## config.mk

```make
export PLATFORM = sky130hd
export DESIGN_NAME = sfp_link_sequencer_flat
export DESIGN_NICKNAME = d
export VERILOG_FILES = /design/src/rtl/sfp_link_sequencer_if.sv /design/src/rtl/sfp_link_sequencer.sv /design/src/flat_wrapper.sv
export SDC_FILE = /design/constraint.sdc
export NUM_CORES = 1
export LEC_CHECK = 0
export BUFFER_PORTS_ARGS = -buffer_cell sky130_fd_sc_hd__clkbuf_2
export CAP_MARGIN = 10
export CORE_MARGIN = 5
export CORE_UTILIZATION = 45
export DETAILED_ROUTE_END_ITERATION = 6
export PLACE_DENSITY = 0.71
export SLEW_MARGIN = 10
export SYNTH_ARGS = -nofsm -noshare
export SYNTH_HDL_FRONTEND = slang
export SYNTH_SLANG_ARGS = --single-unit
export TNS_END_PERCENT = 5
```

## constraint.sdc

```tcl
create_clock -name i_clock -period 3.6 [get_ports i_clock]
set_input_delay 0.72 -clock i_clock [delete_from_list [all_inputs] [get_ports i_clock]]
set_output_delay 0.72 -clock i_clock [all_outputs]
set_load 0.01 [all_outputs]
```

## src/rtl/sfp_link_sequencer_if.sv

```systemverilog
// Sideband and status bundle between the SFP/PHY control path and the link sequencer.
// master = sequencer side, slave = cage/PHY/status side.
interface sfp_link_sequencer_if #(
    parameter int P_MAX_RETRY = 3
);
    localparam int RW = $clog2(P_MAX_RETRY + 1);

    logic          i_sfp_los;
    logic          i_sfp_tx_fault;
    logic          i_sfp_mod0_prsnt_n;
    logic          i_phy_rx_ready;
    logic          i_phy_tx_ready;
    logic          o_sfp_tx_disable;
    logic          o_phy_reset_n;
    logic          o_link_up;
    logic          o_fault;
    logic [2:0]    o_state;
    logic [RW-1:0] o_retry_count;

    modport master (
        input  i_sfp_los, i_sfp_tx_fault, i_sfp_mod0_prsnt_n,
        input  i_phy_rx_ready, i_phy_tx_ready,
        output o_sfp_tx_disable, o_phy_reset_n, o_link_up,
        output o_fault, o_state, o_retry_count
    );

    modport slave (
        output i_sfp_los, i_sfp_tx_fault, i_sfp_mod0_prsnt_n,
        output i_phy_rx_ready, i_phy_tx_ready,
        input  o_sfp_tx_disable, o_phy_reset_n, o_link_up,
        input  o_fault, o_state, o_retry_count
    );
endinterface

```

## src/rtl/sfp_link_sequencer.sv

```systemverilog
// SFP+ cage / USXGMII PHY bring-up and recovery sequencer.
// Define SFP_TX_FAULT_RETRY_EN to retry TX_FAULT up to P_MAX_RETRY times; otherwise FAULT is sticky.
module sfp_link_sequencer #(
    parameter int P_DEBOUNCE_CYCLES = 1024,
    parameter int P_TX_DIS_CYCLES   = 2000,
    parameter int P_PHY_RST_CYCLES  = 256,
    parameter int P_LOCK_TIMEOUT    = 1000000,
    parameter int P_MAX_RETRY       = 3
) (
    input  logic                 i_clock,
    input  logic                 i_reset_n,
    sfp_link_sequencer_if.master bus
);
    localparam logic [2:0] ST_ABSENT    = 3'd0;
    localparam logic [2:0] ST_TX_OFF    = 3'd1;
    localparam logic [2:0] ST_PHY_RST   = 3'd2;
    localparam logic [2:0] ST_WAIT_LOCK = 3'd3;
    localparam logic [2:0] ST_LINK_UP   = 3'd4;
    localparam logic [2:0] ST_FAULT     = 3'd5;

    localparam int MAX_A = (P_TX_DIS_CYCLES > P_PHY_RST_CYCLES) ?
                           P_TX_DIS_CYCLES : P_PHY_RST_CYCLES;
    localparam int MAX_T = (MAX_A > P_LOCK_TIMEOUT) ? MAX_A : P_LOCK_TIMEOUT;
    localparam int TW    = $clog2(MAX_T) + 1;
    localparam int DW    = $clog2(P_DEBOUNCE_CYCLES + 1);
    localparam int RW    = $clog2(P_MAX_RETRY + 1);

    // Pin vector order {prsnt_n, tx_fault, los}; idle value = absent, no fault, no signal.
    localparam logic [2:0] PIN_IDLE = 3'b101;

    logic [2:0]    pins;
    logic [2:0]    sync1_q, sync2_q;
    logic [2:0]    filt_d, filt_q;
    logic [DW-1:0] db_cnt_d [3];
    logic [DW-1:0] db_cnt_q [3];

    logic [2:0]    state_d, state_q;
    logic [TW-1:0] timer_d, timer_q;
    logic          tmr_zero;
    logic          lock_ok;
    logic          los_f, tx_fault_f, prsnt_n_f;

    logic          tx_dis_d, tx_dis_q;
    logic          phy_rst_n_d, phy_rst_n_q;
    logic          link_up_d, link_up_q;
    logic          fault_d, fault_q;
    logic [2:0]    state_o_d, state_o_q;

    assign pins = {bus.i_sfp_mod0_prsnt_n, bus.i_sfp_tx_fault, bus.i_sfp_los};

    always_comb begin
        for (int i = 0; i < 3; i++) begin
            filt_d[i]   = filt_q[i];
            db_cnt_d[i] = '0;
            if (sync2_q[i] != filt_q[i]) begin
                if (db_cnt_q[i] == DW'(P_DEBOUNCE_CYCLES - 1)) begin
                    filt_d[i] = sync2_q[i];
                end else begin
                    db_cnt_d[i] = db_cnt_q[i] + 1'b1;
                end
            end
        end
    end

    assign los_f      = filt_q[0];
    assign tx_fault_f = filt_q[1];
    assign prsnt_n_f  = filt_q[2];
    assign lock_ok    = bus.i_phy_rx_ready & bus.i_phy_tx_ready & ~los_f;
    assign tmr_zero   = (timer_q == '0);

    function automatic logic [TW-1:0] load_val(input logic [2:0] s);
        case (s)
            ST_TX_OFF, ST_FAULT: load_val = TW'(P_TX_DIS_CYCLES - 1);
            ST_PHY_RST:          load_val = TW'(P_PHY_RST_CYCLES - 1);
            ST_WAIT_LOCK:        load_val = TW'(P_LOCK_TIMEOUT - 1);
            default:             load_val = '0;
        endcase
    endfunction

`ifdef SFP_TX_FAULT_RETRY_EN
    logic [RW-1:0] retry_d, retry_q;
    logic          fault_exit;

    assign fault_exit = tmr_zero && (retry_q < RW'(P_MAX_RETRY));
`else
    logic fault_exit;

    assign fault_exit = 1'b0;
`endif

    always_comb begin
        state_d = state_q;
        if (prsnt_n_f) begin
            state_d = ST_ABSENT;
        end else if (tx_fault_f && (state_q == ST_PHY_RST ||
                                    state_q == ST_WAIT_LOCK ||
                                    state_q == ST_LINK_UP)) begin
            state_d = ST_FAULT;
        end else begin
            case (state_q)
                ST_ABSENT:    state_d = ST_TX_OFF;
                ST_TX_OFF:    if (tmr_zero) state_d = ST_PHY_RST;
                ST_PHY_RST:   if (tmr_zero) state_d = ST_WAIT_LOCK;
                ST_WAIT_LOCK: begin
                    if (lock_ok)       state_d = ST_LINK_UP;
                    else if (tmr_zero) state_d = ST_PHY_RST;
                end
                ST_LINK_UP:   if (!lock_ok) state_d = ST_WAIT_LOCK;
                ST_FAULT:     if (fault_exit) state_d = ST_TX_OFF;
                default:      state_d = ST_ABSENT;
            endcase
        end
    end

    // Every state entry reloads the shared timer; otherwise count down to zero and hold.
    always_comb begin
        timer_d = timer_q;
        if (state_d != state_q) begin
            timer_d = load_val(state_d);
        end else if (!tmr_zero) begin
            timer_d = timer_q - 1'b1;
        end
    end

`ifdef SFP_TX_FAULT_RETRY_EN
    always_comb begin
        retry_d = retry_q;
        if (state_d == ST_ABSENT) begin
            retry_d = '0;
        end else if (state_q == ST_FAULT && state_d == ST_TX_OFF) begin
            retry_d = retry_q + 1'b1;
        end
    end

    always_ff @(posedge i_clock) begin
        if (!i_reset_n) retry_q <= '0;
        else            retry_q <= retry_d;
    end

    assign bus.o_retry_count = retry_q;
`else
    assign bus.o_retry_count = '0;
`endif

    always_comb begin
        tx_dis_d    = 1'b1;
        phy_rst_n_d = 1'b0;
        link_up_d   = 1'b0;
        fault_d     = 1'b0;
        state_o_d   = state_q;
        case (state_q)
            ST_PHY_RST:   tx_dis_d = 1'b0;
            ST_WAIT_LOCK: begin
                tx_dis_d    = 1'b0;
                phy_rst_n_d = 1'b1;
            end
            ST_LINK_UP:   begin
                tx_dis_d    = 1'b0;
                phy_rst_n_d = 1'b1;
                link_up_d   = 1'b1;
            end
            ST_FAULT:     fault_d = 1'b1;
            default:      ;
        endcase
    end

    always_ff @(posedge i_clock) begin
        if (!i_reset_n) begin
            sync1_q     <= PIN_IDLE;
            sync2_q     <= PIN_IDLE;
            filt_q      <= PIN_IDLE;
            for (int i = 0; i < 3; i++) db_cnt_q[i] <= '0;
            state_q     <= ST_ABSENT;
            timer_q     <= '0;
            tx_dis_q    <= 1'b1;
            phy_rst_n_q <= 1'b0;
            link_up_q   <= 1'b0;
            fault_q     <= 1'b0;
            state_o_q   <= ST_ABSENT;
        end else begin
            sync1_q     <= pins;
            sync2_q     <= sync1_q;
            filt_q      <= filt_d;
            for (int i = 0; i < 3; i++) db_cnt_q[i] <= db_cnt_d[i];
            state_q     <= state_d;
            timer_q     <= timer_d;
            tx_dis_q    <= tx_dis_d;
            phy_rst_n_q <= phy_rst_n_d;
            link_up_q   <= link_up_d;
            fault_q     <= fault_d;
            state_o_q   <= state_o_d;
        end
    end

    assign bus.o_sfp_tx_disable = tx_dis_q;
    assign bus.o_phy_reset_n    = phy_rst_n_q;
    assign bus.o_link_up        = link_up_q;
    assign bus.o_fault          = fault_q;
    assign bus.o_state          = state_o_q;
endmodule

```

## src/flat_wrapper.sv

```systemverilog
// flat-port wrapper written by rule: the top's interface ports become plain ports
module sfp_link_sequencer_flat 
#(
    parameter int P_DEBOUNCE_CYCLES = 1024,
    parameter int P_TX_DIS_CYCLES   = 2000,
    parameter int P_PHY_RST_CYCLES  = 256,
    parameter int P_LOCK_TIMEOUT    = 1000000,
    parameter int P_MAX_RETRY       = 3
)
  (i_clock, i_reset_n, bus_i_sfp_los, bus_i_sfp_tx_fault, bus_i_sfp_mod0_prsnt_n, bus_i_phy_rx_ready, bus_i_phy_tx_ready, bus_o_sfp_tx_disable, bus_o_phy_reset_n, bus_o_link_up, bus_o_fault, bus_o_state, bus_o_retry_count);
  sfp_link_sequencer_if #(.P_MAX_RETRY(P_MAX_RETRY)) bus_i ();
  input  logic i_clock;
  input  logic i_reset_n;
  input wire logic [$bits(bus_i.i_sfp_los)-1:0] bus_i_sfp_los;
  input wire logic [$bits(bus_i.i_sfp_tx_fault)-1:0] bus_i_sfp_tx_fault;
  input wire logic [$bits(bus_i.i_sfp_mod0_prsnt_n)-1:0] bus_i_sfp_mod0_prsnt_n;
  input wire logic [$bits(bus_i.i_phy_rx_ready)-1:0] bus_i_phy_rx_ready;
  input wire logic [$bits(bus_i.i_phy_tx_ready)-1:0] bus_i_phy_tx_ready;
  output wire logic [$bits(bus_i.o_sfp_tx_disable)-1:0] bus_o_sfp_tx_disable;
  output wire logic [$bits(bus_i.o_phy_reset_n)-1:0] bus_o_phy_reset_n;
  output wire logic [$bits(bus_i.o_link_up)-1:0] bus_o_link_up;
  output wire logic [$bits(bus_i.o_fault)-1:0] bus_o_fault;
  output wire logic [$bits(bus_i.o_state)-1:0] bus_o_state;
  output wire logic [$bits(bus_i.o_retry_count)-1:0] bus_o_retry_count;
  assign bus_i.i_sfp_los = bus_i_sfp_los;
  assign bus_i.i_sfp_tx_fault = bus_i_sfp_tx_fault;
  assign bus_i.i_sfp_mod0_prsnt_n = bus_i_sfp_mod0_prsnt_n;
  assign bus_i.i_phy_rx_ready = bus_i_phy_rx_ready;
  assign bus_i.i_phy_tx_ready = bus_i_phy_tx_ready;
  assign bus_o_sfp_tx_disable = bus_i.o_sfp_tx_disable;
  assign bus_o_phy_reset_n = bus_i.o_phy_reset_n;
  assign bus_o_link_up = bus_i.o_link_up;
  assign bus_o_fault = bus_i.o_fault;
  assign bus_o_state = bus_i.o_state;
  assign bus_o_retry_count = bus_i.o_retry_count;
  sfp_link_sequencer #(.P_DEBOUNCE_CYCLES(P_DEBOUNCE_CYCLES), .P_TX_DIS_CYCLES(P_TX_DIS_CYCLES), .P_PHY_RST_CYCLES(P_PHY_RST_CYCLES), .P_LOCK_TIMEOUT(P_LOCK_TIMEOUT), .P_MAX_RETRY(P_MAX_RETRY)) u_core (.i_clock(i_clock), .i_reset_n(i_reset_n), .bus(bus_i));
endmodule
```

==> flow_metrics.tcl, run 1 <==
set metrics [dict create \
    grt_pass1_vias 2108 \
    fin_nets 385 \
    initialDrtViolationCount 76 \
    crit_start "u_core.timer_q[0]$_SDFFE_PN0P_" \
    hold_depth 1 \
    die-height_um 94.80 \
    r2r_setup_slack_ps 500 \
    cts_root_buffer "clkbuf_8" \
    place_ws_ps 515.7 \
    fin_area_um2 3532 \
    status "completed" \
    post_cts_resized 0 \
    ys_async_sr_fraction_pct 0 \
    drv_cap 0 \
    arrival_ps 3380 \
    cts_buffer_depth 2 \
    timing.slew.headroom_pct 54.60 \
    track_usage_pct 13.67 \
    crit_path_end_kind "flip-flop" \
    power_leakage_nw 1.323 \
    power_density_nw_per_um2 621.9 \
    postCtsSetupBuffers 0 \
    ys_seq_area_share_pct 45.17 \
    setup_slack_ps 500.1 \
    rows 31 \
    period_needed_ps 3100 \
    crit_type "reg2reg" \
    fillers 723 \
    r2r-start "u_core.timer_q[0]$_SDFFE_PN0P_" \
    fin_skew_ps 10.50 \
    synth_ff_type "dfxtp_1" \
    tritoncts "yes" \
    vias 2344 \
    synth_seq_cells 73 \
    coreArea_um2 7137 \
    io_buffer_count 13 \
    dp_hpwl_mm 3.914 \
    drt-wirelength-per-cell_um 11.48 \
    hold_viol 0 \
    slew_viol_final 0 \
    dpl_cell_area_um2 3376 \
    syn_to_final_growth_pct 9.165 \
    antenna_found_initial 0 \
    yosysWarnings 0 \
    drive_gt1_share_pct 10.82 \
    final.period_utilization_pct 86.11 \
    drc 0 \
    reg2reg_depth 9 \
    min_path_type "reg2reg" \
    postCtsHoldBufs 0 \
    grt_use_met1_pct 19.26 \
    irDropWorstVdd_mv 0.3133 \
    diodes 0 \
    hold_end "u_core.sync2_q[0]$_SDFF_PN1_" \
    drtPass1Iterations 4 \
    worstPathRequired_ps 3880 \
    htreeDepth 3 \
    totalWireLength_mm 5.489 \
    worstMarginPinSlew_ps 680.1 \
    path_clk_slew_ps 70 \
    r2r_end "u_core.timer_q[1]$_SDFFE_PN0P_" \
    fmax_ghz 0.3226 \
    grt_pass1_wl_mm 9.597 \
    clk_latency_ps 330 \
    route.antenna.remaining_nets 0 \
    tns_ps 0 \
    ys_types 53 \
    syn_avg_cell_area_um2 8.963 \
    fp.dieW_um 94.80 \
    rsz0062_at_grt "false" \
    grt_max_degree 24 \
    via_per_inst 4.904 \
    initial_core_util_pct 45.34 \
    die-area_um2 8986 \
    crit_fanout 7 \
    gr-usage-met2_pct 19.26 \
    syn-instance-count 361 \
    synth_edf_count 0 \
    start_kind "flip-flop" \
    finalSetupViolations 0 \
    cts_buffers 9 \
    gp_congestion 0.8590 \
    ios 16 \
    grt-ovfl-total 0 \
    cts.sinks 73 \
    busiest_layer "met1" \
    netlist_area_um2 3236 \
    hold_start "u_core.sync1_q[0]$_SDFF_PN1_" \
    groute.layer.met3.usage_pct 3.586 \
]
-- cells in the final DEF, fill, tap and decap left out, types with 8 or more instances in the layout --
cell type,n
clkbuf_8,9
nor2_1,60
nand2_1,23
inv_1,11
xnor2_1,27
nand3_1,19
a21oi_1,10
dfxtp_1,73
xor2_1,19
and3_1,8
o21ai_0,9
nor3_1,10
clkbuf_2,13
o21a_1,9
-- synthesized netlist by cell type (4+ instances only) --
cell | number | share of area [%]
and3_1 | 8 | 1.5
a21oi_1 | 10 | 1.5
xnor2_1 | 27 | 7.3
ha_1 | 4 | 1.5
and2_1 | 4 | 0.77
nand3_1 | 19 | 2.9
dfxtp_1 | 73 | 45
o21a_1 | 9 | 2.1
nor3_1 | 10 | 1.5
xor2_1 | 19 | 5.1
clkbuf_1 | 8 | 0.93
o21ai_0 | 9 | 1.4
o31ai_1 | 6 | 1.4
inv_1 | 11 | 1.3
nor4_1 | 6 | 1.2
nand2_1 | 23 | 2.7
nor2_1 | 60 | 7.0
nand2b_1 | 6 | 1.2
-- flip-flops by register name, indices dropped and copies added (netlist names) --
name	flops
u_core.db_cnt_q	33
u_core.timer_q	21
u_core.bus.o_state	3
u_core.filt_q	3
u_core.state_o_d	3
u_core.sync1_q	3
u_core.sync2_q	3
u_core.bus.o_fault	1
u_core.bus.o_link_up	1
u_core.bus.o_phy_reset_n	1
u_core.bus.o_sfp_tx_disable	1
-- logic make-up (layout without fill, tap and decap cells) --
kind of cell	after synthesis	after routing	synth area share, %
adder cells (fa/ha/maj)	4	4	1.547
AO/OA/AOI/OAI	49	49	10.79
flip-flops	73	73	45.17
XOR/XNOR	46	46	12.45
AND/OR/NAND/NOR	159	159	25.17
multiplexers	4	4	1.392
other	1	2	0.1159
buffers and inverters	25	42	3.364
-- per-stage QoR --
| stage | std cells | total power (W) | hold WS, ps | utilization (%) |
|---|---|---|---|---|
| after floorplan | 362 | 0.001583 | 386.3 | - |
| after global placement | 462 | 0.001680 | 392.2 | 47.30 |
| after detailed placement | 462 | 0.001686 | 398.9 | 47.30 |
| after CTS | 478 | 0.002223 | 418.1 | 49.49 |
| after global routing | 478 | 0.002358 | 439.4 | 49.49 |
| final | 478 | 0.002196 | 415.1 | 49.49 |
-- critical path, cell delays in order (launching register included) --
cell and delay, ps:
dfxtp_1 330, inv_1 90, ha_1 220, or4b_1 560
or3_1 500, nor2_8 200, mux2_4 340, o41ai_4 420
o21a_1 260, o21a_1 130
-- where the power goes --
group	internal (W)	leakage, nW	total [W]	switching (W)
clock network	0.000249	0.0774	0.000525	0.000276
logic	0.000323	0.653	0.000684	0.000362
registers	0.000901	0.593	0.000987	0.0000867
total	0.00147	1.32	0.00220	0.000724
-- area by class of cell --
| type | instances | area (µm²) | share of cell area [%] |
|---|---|---|---|
| Tap cell | 99 | 123.9 | 3.507 |
| Clock buffer | 13 | 138.9 | 3.932 |
| Timing Repair Buffer | 15 | 80.08 | 2.267 |
| Clock inverter | 3 | 17.52 | 0.4959 |
| Inverter | 11 | 41.29 | 1.169 |
| Sequential cell | 73 | 1461 | 41.37 |
| Multi-Input combinational cell | 264 | 1669 | 47.25 |
-- worst max-delay path by stage --
| stage | end | cells past startpoint |
|---|---|---|
| 2_1_floorplan | u_core.timer_q[1]$_SDFFE_PN0P_ | 10 |
| 3_3_place_gp | u_core.timer_q[3]$_SDFFE_PN0P_ | 9 |
| 3_5_place_dp | u_core.timer_q[2]$_SDFFE_PN0P_ | 9 |
| 4_1_cts | u_core.timer_q[2]$_SDFFE_PN0P_ | 9 |
| 5_1_grt | u_core.timer_q[2]$_SDFFE_PN0P_ | 9 |
| 6_report | u_core.timer_q[1]$_SDFFE_PN0P_ | 9 |
-- metal layers --
| metal | wire (µm) | up-vias | share of wire [%] |
|---|---|---|---|
| li1 | - | 1254 | - |
| met1 | 2886 | 1056 | 53 |
| met2 | 2322 | 27 | 42 |
| met3 | 194 | 7 | 3.5 |
| met4 | 86 | 0 | 1.6 |
| met5 | 0 | - | 0 |
Power figures use the tool's default switching activity.
==> run 2: changes to the inputs <==
--- a/config.mk
+++ b/config.mk
@@ -11,6 +11,7 @@
 export CORE_UTILIZATION = 45
 export DETAILED_ROUTE_END_ITERATION = 6
 export PLACE_DENSITY = 0.71
+export REMOVE_ABC_BUFFERS = 1
 export SLEW_MARGIN = 10
 export SYNTH_ARGS = -nofsm -noshare
 export SYNTH_HDL_FRONTEND = slang
==> flow_metrics.tcl, run 2 (synthesis results as in run 1) <==
set metrics [dict create \
    status "completed" \
    reg_top3 "u_core.db_cnt_q: 33 flops, u_core.timer_q: 21 flops" \
    via_per_inst 5.023 \
    drive_gt1_share_pct 10.82 \
    drv_cap 0 \
    clk_latency_ps 340 \
    drt-wirelength-per-cell_um 11.64 \
    crit_path_end_kind "flip-flop" \
    final-seq-area_um2 1461 \
    post_cts_resized 0 \
    initialDrtViolationCount 178 \
    timing.slew.headroom_pct 56.82 \
    multi_input_area_um2 1669 \
    syn_to_final_growth_pct 10.21 \
    fillers 692 \
    worstMarginPinSlew_ps 646.8 \
    cts_buffer_depth 2 \
    hold_viol 0 \
    drtPass1Iterations 4 \
    r2r-start "u_core.timer_q[0]$_SDFFE_PN0P_" \
    die-area_um2 8986 \
    fin_util_pct 49.96 \
    diodes 0 \
    cts.sinks 73 \
    dp_hpwl_mm 3.940 \
    rsz0062_at_grt "false" \
    top_register "u_core.db_cnt_q" \
    route.antenna.remaining_nets 0 \
    postCtsHoldBufs 0 \
    grt_max_degree 28 \
    fin_skew_ps 10.51 \
    grt_pass1_vias 2270 \
    power_leakage_nw 1.336 \
    start_kind "flip-flop" \
    crit_type "reg2reg" \
    finalSetupViolations 0 \
    die-height_um 94.80 \
    rows 31 \
    initial_core_util_pct 45.34 \
    postCtsSetupBuffers 0 \
    ios 16 \
    period_needed_ps 3101 \
    grt_pass1_wl_mm 10.17 \
    irDropWorstVdd_mv 0.2871 \
    tns_ps 0 \
    fin_area_um2 3566 \
    cts_root_buffer "clkbuf_8" \
    fp.dieW_um 94.80 \
    tritoncts "yes" \
    hold_ws_ps 407.8 \
    dpl_cell_area_um2 3376 \
    r2r_setup_slack_ps 500 \
    vias 2401 \
    final_cell_mix "dfxtp_1, nor2_1, xnor2_1" \
    cp-endpoint "u_core.timer_q[0]$_SDFFE_PN0P_" \
    drc 0 \
    final.period_utilization_pct 86.14 \
    largest_reg_flops 33 \
    arrival_ps 3380 \
    htreeDepth 3 \
    crit_fanout 7 \
    cts_buffers 9 \
    totalWireLength_mm 5.564 \
    layout_commonest_cell "dfxtp_1" \
    fin_nets 385 \
    min_path_type "reg2reg" \
    antenna_found_initial 0 \
    reg2reg_depth 9 \
    crit_start "u_core.timer_q[0]$_SDFFE_PN0P_" \
    worstPathRequired_ps 3880 \
    grt-ovfl-total 0 \
    io_buffer_count 13 \
    path_clk_slew_ps 70 \
    r2r_end "u_core.timer_q[0]$_SDFFE_PN0P_" \
    fmax_ghz 0.3225 \
    gp_congestion 0.8407 \
    slew_viol_final 0 \
    power_density_nw_per_um2 644.9 \
    coreArea_um2 7137 \
    track_usage_pct 14.22 \
]
==> run 2: cell types whose count changed in the layout (fill, tap and decap cells not counted), sizes merged <==
cell | before | now
bufinv | 0 | 1
clkinv | 2 | 0
clkbuf | 26 | 27
==> run 2: per-stage QoR <==
stage	instances	total power, W	worst slack, ps
2_1_floorplan	348	0.001564	785.8
3_3_place_gp	462	0.001688	606.0
3_5_place_dp	462	0.001691	522.8
4_1_cts	478	0.002316	513.6
5_1_grt	478	0.002459	302.3
6_report	478	0.002300	499.1
==> run 2: per-layer routing <==
layer | up-vias | global-route usage [%] | wire length, µm
li1 | 1249 | - | -
met1 | 1086 | 19.03 | 2722
met2 | 56 | 21.49 | 2412
met3 | 10 | 3.187 | 304
met4 | 0 | 7.091 | 124
met5 | - | 0 | 0
==> run 2: final cells by class <==
class | instances | share of cell area (%)
sequential | 73 | 40.98
timing repair buffer | 15 | 2.246
multi-input combinational | 264 | 46.81
inverter | 11 | 1.158
clock buffer | 14 | 4.281
clock inverter | 2 | 1.053
tap | 99 | 3.474
==> run 2: worst min path at each step <==
stage,cells after the start,startpoint,end
final,1,u_core.sync1_q[2]$_SDFF_PN1_,u_core.sync2_q[2]$_SDFF_PN1_
after global routing,1,u_core.sync1_q[2]$_SDFF_PN1_,u_core.sync2_q[2]$_SDFF_PN1_
after CTS,1,u_core.sync1_q[0]$_SDFF_PN1_,u_core.sync2_q[0]$_SDFF_PN1_
after detailed placement,1,u_core.sync1_q[0]$_SDFF_PN1_,u_core.sync2_q[0]$_SDFF_PN1_
after global placement,1,u_core.sync1_q[0]$_SDFF_PN1_,u_core.sync2_q[0]$_SDFF_PN1_
after floorplan,1,u_core.sync1_q[0]$_SDFF_PN1_,u_core.sync2_q[0]$_SDFF_PN1_
==> run 2: power breakdown <==
part / switching [W] / internal [W] / total [W]
clock: 0.000280 / 0.000341 / 0.000621
sequential: 0.0000871 / 0.000901 / 0.000988
combinational: 0.000369 / 0.000323 / 0.000691
==> run 2: critical path: stages, from the launching register on <==
cell	delay, ps
dfxtp_1	320
inv_1	90
ha_1	210
or4b_1	550
or3_1	510
nor2_8	200
mux2_4	340
o41ai_4	420
o21a_1	260
o21a_1	140
